<file path="config.mk">
export PLATFORM = sky130hd
export DESIGN_NAME = modulo_controle_ataque_flat
export DESIGN_NICKNAME = d
export VERILOG_FILES = /design/src/rtl/modulo_controle_ataque_if.sv /design/src/rtl/modulo_controle_ataque.sv /design/src/flat_wrapper.sv
export SDC_FILE = /design/constraint.sdc
export NUM_CORES = 1
export LEC_CHECK = 0
export ABC_CLOCK_PERIOD_IN_PS = 3800
export BUFFER_PORTS_ARGS = -buffer_cell sky130_fd_sc_hd__buf_2
export CAP_MARGIN = 40
export CORE_ASPECT_RATIO = 1.75
export CORE_MARGIN = 4
export CORE_UTILIZATION = 64
export CTS_BUF_LIST = sky130_fd_sc_hd__clkbuf_8
export DETAILED_ROUTE_END_ITERATION = 8
export PLACE_DENSITY_LB_ADDON = 0.25
export RECOVER_POWER = 100
export SETUP_SLACK_MARGIN = 0.2
export SYNTH_ARGS = -nofsm -noshare
export SYNTH_HDL_FRONTEND = slang
export SYNTH_SLANG_ARGS = --single-unit
</file>
<file path="constraint.sdc">
create_clock -name clk -period 3.8 [get_ports clk]
set_clock_uncertainty 0.1 [all_clocks]
set_input_delay 0.76 -clock clk [delete_from_list [all_inputs] [get_ports clk]]
set_output_delay 0.76 -clock clk [all_outputs]
set_load 0.01 [all_outputs]
</file>
<file path="src/rtl/modulo_controle_ataque_if.sv">
// Signal bundle between the attack sequencer and the rest of the naval-battle
// game (button debouncers, position/attack register matrices, display drivers).
//
// Handshake: there is no valid/ready pair. start, btn_count and btn_confirm
// are single-cycle pulses accepted only when the sequencer is in a state that
// uses them (otherwise silently dropped). po_bit and at_bit are combinational
// reads of the matrices at (cur_col, cur_row), valid in the same cycle.
// at_we is a one-cycle write strobe qualifying at_hit.
//
// Modports:
//   master - game side: drives pulses and matrix read bits, observes outputs
//   slave  - the sequencer (modulo_controle_ataque)
interface modulo_controle_ataque_if;
  logic       start;
  logic       btn_count;
  logic       btn_confirm;
  logic       po_bit;
  logic       at_bit;
  logic [2:0] cur_col;
  logic [2:0] cur_row;
  logic       at_we;
  logic       at_hit;
  logic [3:0] status;
  logic [4:0] shots;
  logic [3:0] hits;
  logic [1:0] rgb_output;
  logic       game_over;

  modport master (
    output start, btn_count, btn_confirm, po_bit, at_bit,
    input  cur_col, cur_row, at_we, at_hit, status, shots, hits,
           rgb_output, game_over
  );

  modport slave (
    input  start, btn_count, btn_confirm, po_bit, at_bit,
    output cur_col, cur_row, at_we, at_hit, status, shots, hits,
           rgb_output, game_over
  );
endinterface

</file>
<file path="src/rtl/modulo_controle_ataque.sv">
// Attack-phase sequencer for the naval-battle game on the 5x7 LED matrix.
// Owns the attack cursor, fires shots into the attack register matrix, keeps
// shot/hit counters, drives the 7-segment status code and RGB result LED and
// declares win or lose.
//
// Ports:
//   clk       - system clock (divided domain)
//   clr       - synchronous active-high reset, overrides everything
//   bus       - modulo_controle_ataque_if.slave (pulses, matrix bits, outputs)
//   dbg_state - current FSM state encoding, for observation only
//
// All outputs are registered: the combinational process computes the next
// value of every output register, the sequential process only stores it.
module modulo_controle_ataque #(
  parameter int NUM_COLS      = 5,
  parameter int NUM_ROWS      = 7,
  parameter int MAX_SHOTS     = 20,
  parameter int SHIP_CELLS    = 9,
  parameter int RESULT_CYCLES = 50000
) (
  input  logic                    clk,
  input  logic                    clr,
  modulo_controle_ataque_if.slave bus,
  output logic [2:0]              dbg_state
);

  typedef enum logic [2:0] {
    S_IDLE   = 3'd0,
    S_AIM    = 3'd1,
    S_CHECK  = 3'd2,
    S_WRITE  = 3'd3,
    S_RESULT = 3'd4,
    S_WIN    = 3'd5,
    S_LOSE   = 3'd6
  } state_t;

  localparam logic [3:0] ST_IDLE   = 4'h0;
  localparam logic [3:0] ST_AIM    = 4'h1;
  localparam logic [3:0] ST_HIT    = 4'h2;
  localparam logic [3:0] ST_MISS   = 4'h3;
  localparam logic [3:0] ST_REPEAT = 4'h4;
  localparam logic [3:0] ST_WIN    = 4'h5;
  localparam logic [3:0] ST_LOSE   = 4'h6;

  localparam logic [1:0] RGB_OFF   = 2'b00;
  localparam logic [1:0] RGB_GREEN = 2'b01;
  localparam logic [1:0] RGB_RED   = 2'b10;

  localparam logic [2:0]  LAST_COL  = 3'(NUM_COLS - 1);
  localparam logic [2:0]  LAST_ROW  = 3'(NUM_ROWS - 1);
  localparam logic [4:0]  SHOT_MAX  = 5'(MAX_SHOTS);
  localparam logic [3:0]  HIT_MAX   = 4'(SHIP_CELLS);
  localparam logic [15:0] HOLD_LOAD = 16'(RESULT_CYCLES - 1);

  state_t      state_q, state_d;
  logic [2:0]  col_q, col_d;
  logic [2:0]  row_q, row_d;
  logic        we_q, we_d;
  logic        hit_q, hit_d;
  logic [3:0]  status_q, status_d;
  logic [4:0]  shots_q, shots_d;
  logic [3:0]  hits_q, hits_d;
  logic [1:0]  rgb_q, rgb_d;
  logic        over_q, over_d;
  logic [15:0] hold_q, hold_d;

  always_ff @(posedge clk) begin
    if (clr) begin
      state_q  <= S_IDLE;
      col_q    <= 3'd0;
      row_q    <= 3'd0;
      we_q     <= 1'b0;
      hit_q    <= 1'b0;
      status_q <= ST_IDLE;
      shots_q  <= 5'd0;
      hits_q   <= 4'd0;
      rgb_q    <= RGB_OFF;
      over_q   <= 1'b0;
      hold_q   <= 16'd0;
    end else begin
      state_q  <= state_d;
      col_q    <= col_d;
      row_q    <= row_d;
      we_q     <= we_d;
      hit_q    <= hit_d;
      status_q <= status_d;
      shots_q  <= shots_d;
      hits_q   <= hits_d;
      rgb_q    <= rgb_d;
      over_q   <= over_d;
      hold_q   <= hold_d;
    end
  end

  always_comb begin
    state_d  = state_q;
    col_d    = col_q;
    row_d    = row_q;
    we_d     = 1'b0;
    hit_d    = 1'b0;
    status_d = status_q;
    shots_d  = shots_q;
    hits_d   = hits_q;
    rgb_d    = rgb_q;
    over_d   = over_q;
    hold_d   = hold_q;

    case (state_q)
      S_IDLE: begin
        if (bus.start) begin
          state_d  = S_AIM;
          shots_d  = 5'd0;
          hits_d   = 4'd0;
          status_d = ST_AIM;
        end
      end

      S_AIM: begin
        // Confirm has priority: a simultaneous count press is dropped so the
        // shot lands on the cell the player was looking at.
        if (bus.btn_confirm) begin
          state_d = S_CHECK;
        end else if (bus.btn_count) begin
          status_d = ST_AIM;
          if (row_q == LAST_ROW) begin
            row_d = 3'd0;
            col_d = (col_q == LAST_COL) ? 3'd0 : col_q + 3'd1;
          end else begin
            row_d = row_q + 3'd1;
          end
        end
      end

      S_CHECK: begin
        if (bus.at_bit) begin
          state_d  = S_AIM;
          status_d = ST_REPEAT;
        end else begin
          // Strobe is registered so it is high exactly during WRITE.
          state_d = S_WRITE;
          we_d    = 1'b1;
          hit_d   = bus.po_bit;
        end
      end

      S_WRITE: begin
        // hit_q holds the po_bit captured alongside the strobe.
        state_d  = S_RESULT;
        hold_d   = HOLD_LOAD;
        shots_d  = (shots_q < SHOT_MAX) ? shots_q + 5'd1 : shots_q;
        if (hit_q && (hits_q < HIT_MAX)) begin
          hits_d = hits_q + 4'd1;
        end
        status_d = hit_q ? ST_HIT : ST_MISS;
        rgb_d    = hit_q ? RGB_GREEN : RGB_RED;
      end

      S_RESULT: begin
        // Loaded with RESULT_CYCLES-1 so the state lasts RESULT_CYCLES cycles.
        if (hold_q == 16'd0) begin
          if (hits_q == HIT_MAX) begin
            state_d  = S_WIN;
            status_d = ST_WIN;
            rgb_d    = RGB_GREEN;
            over_d   = 1'b1;
          end else if (shots_q == SHOT_MAX) begin
            state_d  = S_LOSE;
            status_d = ST_LOSE;
            rgb_d    = RGB_RED;
            over_d   = 1'b1;
          end else begin
            state_d  = S_AIM;
            status_d = ST_AIM;
            rgb_d    = RGB_OFF;
          end
        end else begin
          hold_d = hold_q - 16'd1;
        end
      end

      S_WIN, S_LOSE: begin
        if (bus.start) begin
          state_d  = S_IDLE;
          shots_d  = 5'd0;
          hits_d   = 4'd0;
          col_d    = 3'd0;
          row_d    = 3'd0;
          rgb_d    = RGB_OFF;
          over_d   = 1'b0;
          status_d = ST_IDLE;
        end
      end

      default: begin
        state_d = S_IDLE;
      end
    endcase
  end

  assign bus.cur_col    = col_q;
  assign bus.cur_row    = row_q;
  assign bus.at_we      = we_q;
  assign bus.at_hit     = hit_q;
  assign bus.status     = status_q;
  assign bus.shots      = shots_q;
  assign bus.hits       = hits_q;
  assign bus.rgb_output = rgb_q;
  assign bus.game_over  = over_q;
  assign dbg_state      = state_q;

endmodule
</file>
<file path="src/flat_wrapper.sv">
// flat-port wrapper written by rule: the top's interface ports become plain ports
module modulo_controle_ataque_flat 
#(
  parameter int NUM_COLS      = 5,
  parameter int NUM_ROWS      = 7,
  parameter int MAX_SHOTS     = 20,
  parameter int SHIP_CELLS    = 9,
  parameter int RESULT_CYCLES = 50000
)
  (clk, clr, dbg_state, bus_start, bus_btn_count, bus_btn_confirm, bus_po_bit, bus_at_bit, bus_cur_col, bus_cur_row, bus_at_we, bus_at_hit, bus_status, bus_shots, bus_hits, bus_rgb_output, bus_game_over);
  modulo_controle_ataque_if bus_i ();
  input  logic clk;
  input  logic clr;
  output logic [2:0] dbg_state;
  input wire logic [$bits(bus_i.start)-1:0] bus_start;
  input wire logic [$bits(bus_i.btn_count)-1:0] bus_btn_count;
  input wire logic [$bits(bus_i.btn_confirm)-1:0] bus_btn_confirm;
  input wire logic [$bits(bus_i.po_bit)-1:0] bus_po_bit;
  input wire logic [$bits(bus_i.at_bit)-1:0] bus_at_bit;
  output wire logic [$bits(bus_i.cur_col)-1:0] bus_cur_col;
  output wire logic [$bits(bus_i.cur_row)-1:0] bus_cur_row;
  output wire logic [$bits(bus_i.at_we)-1:0] bus_at_we;
  output wire logic [$bits(bus_i.at_hit)-1:0] bus_at_hit;
  output wire logic [$bits(bus_i.status)-1:0] bus_status;
  output wire logic [$bits(bus_i.shots)-1:0] bus_shots;
  output wire logic [$bits(bus_i.hits)-1:0] bus_hits;
  output wire logic [$bits(bus_i.rgb_output)-1:0] bus_rgb_output;
  output wire logic [$bits(bus_i.game_over)-1:0] bus_game_over;
  assign bus_i.start = bus_start;
  assign bus_i.btn_count = bus_btn_count;
  assign bus_i.btn_confirm = bus_btn_confirm;
  assign bus_i.po_bit = bus_po_bit;
  assign bus_i.at_bit = bus_at_bit;
  assign bus_cur_col = bus_i.cur_col;
  assign bus_cur_row = bus_i.cur_row;
  assign bus_at_we = bus_i.at_we;
  assign bus_at_hit = bus_i.at_hit;
  assign bus_status = bus_i.status;
  assign bus_shots = bus_i.shots;
  assign bus_hits = bus_i.hits;
  assign bus_rgb_output = bus_i.rgb_output;
  assign bus_game_over = bus_i.game_over;
  modulo_controle_ataque #(.NUM_COLS(NUM_COLS), .NUM_ROWS(NUM_ROWS), .MAX_SHOTS(MAX_SHOTS), .SHIP_CELLS(SHIP_CELLS), .RESULT_CYCLES(RESULT_CYCLES)) u_core (.clk(clk), .clr(clr), .bus(bus_i), .dbg_state(dbg_state));
endmodule
</file>
==> results_dict.tcl <==
set metrics [dict create \
    synth_nets 308 \
    synth_edf_count 0 \
    start_kind "flop" \
    vias 2277 \
    n_antenna_cell 0 \
    antenna_left 0 \
    post-route-util_pct 73.6 \
    ctsResizeCount 0 \
    cts_buffer_depth 2 \
    leakage_nw 0.961 \
    place.gp.congestion 0.810 \
    cts-root-buf "clkbuf_8" \
    post_cts_buffers 0 \
    routed_wl_um 5960 \
    avgSynthCellArea_um2 8.28 \
    die_w_um 54.5 \
    ir_worst_vdd_mv 0.596 \
    drv_cap 0 \
    slowest_stage "o21ai_0" \
    core_mm2 0.00363 \
    initial_core_util_pct 66.8 \
    hp-class "flop to flop" \
    cp.required_ps 3890 \
    tightest_slew_ps 962 \
    fin_crit_sh_pct 83.8 \
    drt-initial-drc-count 73 \
    rsz0062_at_grt "false" \
    routedWlPerCell_um 16.3 \
    ioPinCount 34 \
    place_hpwl_um 4300 \
    ctsHoldBuffers 0 \
    yosysSeqAreaShare_pct 34.7 \
    power_frac_seq_pct 31.5 \
    fin_nets 333 \
    dr.pass1.iters 4 \
    slew_violations 0 \
    synth_cells 293 \
    crit_top_cell "or4_1" \
    grt_max_degree 30 \
    cts_htree_levels 2 \
    p_per_area_mw_per_mm2 887 \
    internal-power_mw 1.31 \
    port_buffers 32 \
    grt_remaining_overflow 0 \
    cpPeakStageDelay_ps 810 \
    syn2layout_area_growth_pct 10.1 \
    finalSetupViolations 0 \
    cts_buffers 5 \
    synth-async-reset-ratio_pct 0 \
    grt_pass1_wl_um 9490 \
    ys_ff_latch 42 \
    hold_violations 0 \
    clock_sink_count 42 \
    p_sw_mw 1.05 \
    p_sw_share_pct 44.5 \
    fmax_mhz 314 \
    cp_max_fo 8 \
    routed_via_density 6.24 \
    slew_headroom_pct 35.2 \
    crit_path_cell_trace "or4_1 > or4_1 > o21ai_0 > a21oi_1 > a311oi_1" \
    cp.arrival_ps 3270 \
    die-area_mm2 0.00488 \
    clkLatencyLatePin_ps 300 \
    ys_warn_count 0 \
    fp.dieH_um 89.4 \
    status "complete, no violations" \
    num-fill-cells 308 \
    grt_usage_pct 26.7 \
    layout-drive-gt1-share_pct 7.52 \
    critPathCaptureType "flop" \
    synthFlopType "dfxtp_1" \
    first_global_vias 2106 \
    antenna_found_initial 0 \
    tns_ps 0 \
    num_rows 29 \
    pwr-share-comb_pct 50.2 \
    period_minus_slack_ps 3180 \
    syn_area_mm2 0.00242 \
    crit_type "flop to flop" \
    power.share.clock_pct 18.3 \
    clkSlewWorstSetupHoldPaths_ps 80 \
    synthDistinctLibCells 57 \
    cts_tree "yes" \
    drc 0 \
]
-- cells in the mapped netlist (4+ instances only) --
library cell / n / share of area (%)
nand3_1: 4 / 0.83
ha_1: 8 / 4.1
nand2_1: 14 / 2.2
inv_1: 14 / 2.2
dfxtp_1: 42 / 35
o31ai_1: 4 / 1.2
nor4_1: 6 / 1.5
xor2_1: 4 / 1.4
mux2i_1: 4 / 1.7
nor2b_1: 6 / 1.5
a211oi_1: 11 / 3.4
a21oi_1: 27 / 5.6
nand4b_1: 4 / 1.4
xnor2_1: 14 / 5.1
nand3b_1: 5 / 1.5
nand2b_1: 5 / 1.3
o21ai_0: 18 / 3.7
nor2_1: 28 / 4.3
clkbuf_1: 10 / 1.5
nor3_1: 12 / 2.5
-- worst paths after layout --
kind / from / endpoint / slack [ps] / cells after the start
max: u_core.hold_q[6]$_SDFFE_PP0P_ / u_core.bus.status[1]$_SDFFE_PP0P_ / 620 / 5
min: u_core.bus.status[0]$_SDFFE_PP0P_ / u_core.bus.status[0]$_SDFFE_PP0P_ / 380 / 2
max reg2reg: u_core.hold_q[6]$_SDFFE_PP0P_ / u_core.bus.status[1]$_SDFFE_PP0P_ / 620 / 5
min reg2reg: u_core.bus.status[0]$_SDFFE_PP0P_ / u_core.bus.status[0]$_SDFFE_PP0P_ / 380 / 2
-- cell families after synthesis --
group | Yosys count | synth area share [%]
AO/OA/AOI/OAI | 80 | 21.1
adder cells (fa/ha/maj) | 8 | 4.13
AND/OR/NAND/NOR | 112 | 27.2
other | 1 | 0.155
XOR/XNOR | 18 | 6.50
flip-flops | 42 | 34.7
multiplexers | 4 | 1.65
buffers and inverters | 28 | 4.54
-- power groups by stage --
stage / clock [mW] / combinational (mW) / sequential, mW
after floorplan: 0 / 1.03 / 0.690
after global placement: 0 / 1.22 / 0.739
after detailed placement: 0 / 1.26 / 0.749
after CTS: 0.438 / 1.27 / 0.742
after global routing: 0.455 / 1.31 / 0.767
final: 0.434 / 1.19 / 0.747
-- sequential cells by signal, summed over array words and instances (netlist names), 2 cells and up --
| name | cells |
|---|---|
| u_core.bus.shots | 5 |
| u_core.bus.status | 3 |
| u_core.bus.hits | 4 |
| u_core.hold_q | 16 |
| u_core.bus.cur_col | 3 |
| u_core.bus.rgb_output | 2 |
| u_core.bus.cur_row | 3 |
| u_core.dbg_state | 3 |
-- layer usage --
layer  global-route usage [%]  vias up  share of wire (%)
met5                        0        -                  0
met1                     26.7     1077                 38
met3                     4.34       21                3.6
li1                         -     1111                  -
met2                     50.1       68                 55
met4                     13.4        0                3.4
-- cells in the final DEF (no fill, tap or decap), types with 2 or more instances in the layout --
cell / count
or4_1: 3
buf_2: 6
nor2b_1: 6
or3_1: 3
a311oi_1: 3
a211oi_1: 11
xnor2_1: 14
nor2_1: 28
or2_2: 2
bufinv_16: 2
nor4_1: 7
nand4_1: 2
o22ai_1: 2
inv_1: 14
or3b_2: 2
and3_1: 3
clkbuf_8: 6
o211ai_1: 2
a21oi_1: 27
nand3b_1: 5
a2111oi_0: 2
nand2b_1: 5
mux2i_1: 4
ha_1: 8
dfxtp_1: 42
and2_0: 2
nand3_1: 4
nor3_1: 12
clkbuf_1: 26
o21ai_0: 19
xor2_1: 4
nand2_1: 14
o31ai_1: 4
nand4b_1: 4
-- final cells by class --
class | instances | area (µm²) | area share, %
sequential | 42 | 841 | 31.5
inverter | 14 | 52.6 | 1.97
timing repair buffer | 32 | 128 | 4.78
multi-input combinational | 223 | 1450 | 54.3
clock inverter | 2 | 60.1 | 2.25
tap | 46 | 57.6 | 2.16
clock buffer | 6 | 82.6 | 3.09
-- metrics by stage --
step	total power, mW	instance area, µm²	setup WS, ps	hold WS (ps)	instances
floorplan	1.72	2420	1430	390	293
global placement	1.96	2580	1270	357	357
detailed placement	2.01	2580	1110	366	357
CTS	2.45	2730	1060	377	365
global route	2.53	2670	483	408	365
finish	2.37	2670	617	378	365
-- critical path: cells and delay by family (launching register included) --
kind | cells | cell delay (ps)
simple gates | 2 | 1310
compound gates | 3 | 1320
flops | 1 | 350
(Power assumes the default switching activity.)
